## config.mk

```make
export PLATFORM = sky130hd
export DESIGN_NAME = register_write_arbiter
export DESIGN_NICKNAME = d
export VERILOG_FILES = /design/src/rtl/register_write_arbiter.sv
export SDC_FILE = /design/constraint.sdc
export NUM_CORES = 1
export LEC_CHECK = 0
export BUFFER_PORTS_ARGS = -buffer_cell sky130_fd_sc_hd__buf_2
export CORE_AREA = 10 10 64 66
export CTS_BUF_LIST = sky130_fd_sc_hd__clkbuf_2 sky130_fd_sc_hd__clkbuf_4 sky130_fd_sc_hd__clkbuf_8
export DETAILED_ROUTE_END_ITERATION = 16
export DIE_AREA = 0 0 74 76
export PLACE_DENSITY = 0.89
export SYNTH_ARGS = -nofsm -noshare
export SYNTH_HDL_FRONTEND = slang
export SYNTH_SLANG_ARGS = --single-unit
```

## constraint.sdc

```tcl
create_clock -name CLK -period 5.9 [get_ports CLK]
set_input_delay 1.18 -clock CLK [delete_from_list [all_inputs] [get_ports CLK]]
set_output_delay 1.18 -clock CLK [all_outputs]
set_load 0.03 [all_outputs]
```

## src/rtl/register_write_arbiter.sv

```systemverilog
// Shared WIDTH-bit register written by N requesters through a round-robin arbiter.
// A requester can hold the grant for a bounded burst of up to MAX_LOCK consecutive writes.
module register_write_arbiter #(
    parameter int               N        = 4,
    parameter int               WIDTH    = 8,
    parameter logic [WIDTH-1:0] INIT     = {WIDTH{1'b0}},
    parameter int               MAX_LOCK = 4
) (
    input  logic                 CLK,
    input  logic                 ASYNCRESET,
    input  logic [N-1:0]         REQ,
    input  logic [N*WIDTH-1:0]   DATA,
    input  logic [N-1:0]         LOCK,
    output logic [N-1:0]         ACK,
    output logic [WIDTH-1:0]     O,
    output logic [$clog2(N)-1:0] OWNER,
    output logic                 VALID
);

    localparam int                 IDX_W      = $clog2(N);
    localparam int                 CNT_W      = 4;
    localparam logic [CNT_W-1:0]   MAX_LOCK_C = CNT_W'(MAX_LOCK);
    localparam logic [N-1:0]       ONE_HOT_0  = {{(N-1){1'b0}}, 1'b1};

    logic [IDX_W-1:0] ptr_r;
    logic             locked_r;
    logic [IDX_W-1:0] lock_id_r;
    logic [CNT_W-1:0] lock_cnt_r;
    logic [WIDTH-1:0] o_r;
    logic [N-1:0]     ack_r;
    logic [IDX_W-1:0] owner_r;
    logic             valid_r;

    logic             grant_s;
    logic [IDX_W-1:0] grant_id_s;
    logic             lock_hit_s;

    // Index base+off modulo N, for off in 0..N-1.
    function automatic logic [IDX_W-1:0] wrap_add(input logic [IDX_W-1:0] base, input int off);
        int sum;
        sum = int'(base) + off;
        if (sum >= N) begin
            sum = sum - N;
        end else begin
            sum = sum;
        end
        return IDX_W'(sum);
    endfunction

    // Grant selection: honour an unexpired lock, otherwise scan from ptr.
    always_comb begin
        grant_s    = 1'b0;
        grant_id_s = {IDX_W{1'b0}};
        lock_hit_s = locked_r && REQ[lock_id_r] && (lock_cnt_r < MAX_LOCK_C);
        if (lock_hit_s) begin
            grant_s    = 1'b1;
            grant_id_s = lock_id_r;
        end else begin
            // Scanning from the far end lets the nearest requester after ptr win last.
            for (int i = N - 1; i >= 0; i--) begin
                if (REQ[wrap_add(ptr_r, i)]) begin
                    grant_s    = 1'b1;
                    grant_id_s = wrap_add(ptr_r, i);
                end else begin
                    grant_s    = grant_s;
                end
            end
        end
    end

    // Register bank, arbitration pointer and lock bookkeeping.
    always_ff @(posedge CLK or posedge ASYNCRESET) begin
        if (ASYNCRESET) begin
            ptr_r      <= {IDX_W{1'b0}};
            locked_r   <= 1'b0;
            lock_id_r  <= {IDX_W{1'b0}};
            lock_cnt_r <= {CNT_W{1'b0}};
            o_r        <= INIT;
            ack_r      <= {N{1'b0}};
            owner_r    <= {IDX_W{1'b0}};
            valid_r    <= 1'b0;
        end else if (grant_s) begin
            o_r     <= DATA[int'(grant_id_s)*WIDTH +: WIDTH];
            ack_r   <= ONE_HOT_0 << grant_id_s;
            owner_r <= grant_id_s;
            valid_r <= 1'b1;
            ptr_r   <= wrap_add(grant_id_s, 1);
            if (LOCK[grant_id_s]) begin
                locked_r   <= 1'b1;
                lock_id_r  <= grant_id_s;
                // A burst that hit the limit restarts counting rather than overflowing.
                lock_cnt_r <= lock_hit_s ? lock_cnt_r + 4'd1 : 4'd1;
            end else begin
                locked_r   <= 1'b0;
                lock_cnt_r <= {CNT_W{1'b0}};
            end
        end else begin
            ack_r      <= {N{1'b0}};
            locked_r   <= 1'b0;
            lock_cnt_r <= {CNT_W{1'b0}};
        end
    end

    assign O     = o_r;
    assign ACK   = ack_r;
    assign OWNER = owner_r;
    assign VALID = valid_r;

endmodule
```

; Yosys cells after proc, flatten, opt, wreduce, memory -nomap -nowiden
; Index checks and enable logic that the tools add are counted.
; Widths: inputs -> output; s select.
[totals]
regBits = 24
elab_cells = 72
[classes]
addsub = 10
n_lt_le_gt_ge = 12
n_shift = 2
n_mux = 37
n_reduce_logical = 3
[ops]
columns = op, count
row1 = $shiftx 32x6->8, 1
row2 = $mux 2, 14
row3 = $lt 2x3->1 const B, 6
row4 = $mux 4, 4
row5 = $mux 1, 13
row6 = $bmux 1 s2, 6
row7 = $ge 3x3->1 const B, 4
row8 = $sub 2x1->2 const B, 5
row9 = $add 2x1->3 const B, 2
row10 = $add 2x2->3 const B, 2
row11 = $add 4x1->4 const B, 1
row12 = $lt 4x3->1 const B, 1
row13 = $shl 1x2->4 const A, 1
row14 = $ge 2x3->1 const B, 1
row15 = $logic_and 1x1->1, 2
row16 = $reduce_and 2->1, 1

; Longest topological paths before layout
[depth]
depth_word = 16
depth_mapped = 9

; Worst setup path after synthesis
; OpenSTA, ideal clock, no wires.
[synth_timing]
kind = input-to-reg
startpoint = input port REQ[0]
endpoint = register lock_id_r[1]
setup_time_ns = 0.122
arrival_time_ns = 2.935
t_required_ns = 5.778
slack_ns = 2.843
stages = 8
path_cell_list = mux2_4 and2_4 a2111o_1 and2_4 buf_12 inv_6 mux2_1 a32o_1
[synth_via]
elab_chain_cells = 10
elab_cells_between_ends = 25
cone_classes = mux (22) / reduce/logical (3)
[synth_rtl]
columns = element, line_no
row1 = from (decl), 11  ; input logic [N-1:0] REQ,
row2 = $bmux 1 s2, 61  ; if (REQ[wrap_add(ptr_r, i)]) begin
row3 = $mux 1 (not written as such), 61
row4 = $mux 2 (4 in series), 61
row5 = $mux 2 *, 55  ; if (lock_hit_s) begin
row6 = net grant_id_s[0], 35  ; logic [IDX_W-1:0] grant_id_s;
row7 = $bmux 1 s2 *, 88  ; if (LOCK[grant_id_s]) begin
row8 = $mux 1 (not written as such) *, 88
row9 = $reduce_and 2->1 (no source line) *, n/a
row10 = to (signal assigned), 76  ; lock_id_r <= {IDX_W{1'b0}};
row11 = to (signal assigned), 90  ; lock_id_r <= grant_id_s;
row12 = to (decl), 27  ; logic [IDX_W-1:0] lock_id_r;
; Mark *: on every way through the listed nets, which the timed path passes. The rest lies on a longest branch. The select of a mux whose other input is x is not followed.
; A chain may end at the register's enable or synchronous reset.

; Worst setup path after layout
[layout_timing]
startpoint = input port REQ[2]
endpoint = register lock_id_r[1]
; Same word-level chain as after synthesis.

==> results.yml <==
status:
  outcome: "complete, no violations"
placement:
  post_dp_cell_area_sq_um: 1740
  finalWeightedCongestion: 0.931
  dpl.hpwl_microns: 3220
  place_inst: 234
  port_buffers: 56
setup_path:
  start_kind: "input pin"
  critPathCaptureType: "flip-flop"
  cp.arrival_ps: 3190
  required_ps: 6120
  crit_fanout: 20
  worstSetupPathType: "input pin to flip-flop"
timing:
  slew_viol_final: 0
  period_share_pct: 50.3
  setup_viol: 0
  relSlewSlack_pct: 38.7
  period_minus_slack_ps: 2970
  fmax_mhz: 337
  skew_ps: 11.6
  hold_ws_ps: 498
  worst_slew_pin_slew_ps: 911
  grt_setup_unrepaired: "false"
  hold_violations: 0
  tns_ps: 0
final_layout:
  fin_nets: 253
  drive_above_1_share_pct: 31.7
  antennaDiodeCount: 0
  final_area_sq_um: 1780
  stdcell_count: 238
  synthToLayoutAreaGrowth_pct: 20.5
  fillers: 261
yosys:
  synth_cell_types: 43
  synth_top_family_by_area: "compound AO/OA/AOI/OAI gates"
  synthArstFlopShare_pct: 100
  synth_area_sq_um: 1480
  seq_area_frac_synth_pct: 40.7
  netlist_instances: 152
  synthAdderAreaFrac_pct: 4.24
  avgSynthCellArea_sq_um: 9.71
  ys_ff_latch: 24
  synth_compound_area_share_pct: 23.0
  syn-num-nets: 199
  synthFlopType: "dfrtp_1"
  synthMuxAreaShare_pct: 9.92
  ys_warn_count: 0
  synthSimpleGateAreaFrac_pct: 15.8
  synth_xor_area_share_pct: 0
  synth-edff-count: 0
die:
  ioPinCount: 57
  start_util_pct: 50.4
  std_cell_rows: 20
  die_x_microns: 74
  die_h_microns: 76
  die_area_sq_um: 5620
  fp.coreArea_sq_um: 2930
pwr:
  leakagePower_nw: 0.877
  power_density_nw_per_um2: 484
  power.total_uw: 860
  ir_drop_mv: 0.299
global_routing:
  grt_pass1_vias: 1469
  grt_overflow: 0
  grt_first_pass_wirelength_microns: 6500
  grt_usage_pct: 14.0
  antenna_found_initial: 0
  grt_max_degree: 25
route:
  dr_total_vias: 1378
  drc_errors: 0
  post_drt_wl_per_cell_microns: 16.5
  wl_microns: 3930
  antenna_left: 0
  routed_via_density: 5.79
  first_pass_iters: 4
  drt_iter0_markers: 79
clocking:
  htree_levels: 1
  clk_pin_slew_ps: 140
  cts_inserted_buffers: 3
  cts_resized: 0
  holdBufCountCts: 0
  root_buffer: "clkbuf_4"
  clock-sinks: 24
  clk_latency_ps: 320
  cts_tree: "yes"
  ctsLongestPathBuffers: 2
  cts_setup_buffers: 0
hold_path:
  hold_class: "flip-flop to flip-flop"
flow_run:
  drv_cap: 0
-- sequential cells by signal, summed over array words and instances, names as in the netlist --
signal	cells
O	8
ACK	4
lock_cnt_r	4
OWNER	2
lock_id_r	2
ptr_r	2
VALID	1
locked_r	1
-- cell families after synthesis --
kind of cell | count (synthesis)
other cells | 1
mux | 14
simple gates | 47
buf+inv | 15
compound gates | 46
fa+ha+maj | 5
flops | 24
-- worst paths after layout --
path	from	endpoint	slack, ps	depth (start not counted)
setup reg to reg	lock_id_r[1]$_DFFE_PP0P_	lock_id_r[1]$_DFFE_PP0P_	3370	7
setup / recovery	REQ[2]	lock_id_r[1]$_DFFE_PP0P_	2930	8
hold / removal	VALID$_DFFE_PP0P_	VALID$_DFFE_PP0P_	500	1
hold reg to reg	VALID$_DFFE_PP0P_	VALID$_DFFE_PP0P_	500	1
min in group asynchronous	ASYNCRESET	ACK[2]$_DFF_PP0_	1020	2
max in group asynchronous	ASYNCRESET	locked_r$_DFF_PP0_	4320	2
-- synthesized netlist by cell type, drive strengths merged (2+ instances only) --
library cell	number	share of area [%]
clkbuf	4	1.0
or3	2	0.85
a21oi	4	1.4
inv	8	2.4
buf	3	2.7
a21boi	10	5.1
mux2	2	1.8
mux2i	12	8.1
nor3b	2	1.0
o21ai	4	1.4
ha	5	4.2
nand2b	3	1.3
nand2	11	2.8
nor2	17	4.3
a2111oi	2	1.2
and2	6	2.9
dfrtp	24	41
a211oi	16	8.1
-- report_power, final --
part / switching, mW / internal, mW
Combinational: 0.309 / 0.179
Sequential: 0.0491 / 0.234
Clock: 0.0508 / 0.0378
-- layer usage --
layer	global-route usage, %	vias to the layer above	wire, microns
li1	-	656	-
met1	16.2	651	1580
met2	22.7	61	1910
met3	4.17	10	336
met4	6.16	0	104
met5	0	-	0
-- critical path: stages --
cell and delay, ps:
buf_2 140, mux2_4 270, and2_4 160, a2111o_1 510
and2_4 280, inv_6 100, mux2_1 330, a32o_1 210
-- metrics by stage --
step / worst slack, ps / util (%)
after floorplan: 2840 / -
after global placement: 2650 / 59.5
after detailed placement: 2610 / 59.5
after CTS: 2930 / 60.7
after global routing: 2830 / 60.7
final: 2930 / 60.7
-- placed cells by master, fill, tap and decap left out, drive strengths merged, types with 2 or more instances in the layout --
cell type | netlist | layout
buf | 3 | 56
dfrtp | 24 | 24
nor2 | 17 | 17
a211oi | 16 | 16
mux2i | 12 | 12
nand2 | 11 | 11
a21boi | 10 | 10
inv | 8 | 8
and2 | 6 | 6
ha | 5 | 5
a21oi | 4 | 4
o21ai | 4 | 4
clkbuf | 4 | 4
nand2b | 3 | 3
nor3b | 2 | 2
or3 | 2 | 2
a2111oi | 2 | 2
mux2 | 2 | 2
-- area by class of cell --
cell class / count / area [sq um] / area share, %
Timing Repair Buffer: 56 / 280 / 15.8
Multi-Input combinational cell: 113 / 785 / 44.1
Sequential cell: 24 / 601 / 33.8
Tap cell: 33 / 41.3 / 2.32
Clock buffer: 4 / 36.3 / 2.04
Inverter: 8 / 35.0 / 1.97
No activity file was read; power rests on OpenSTA's default activity.
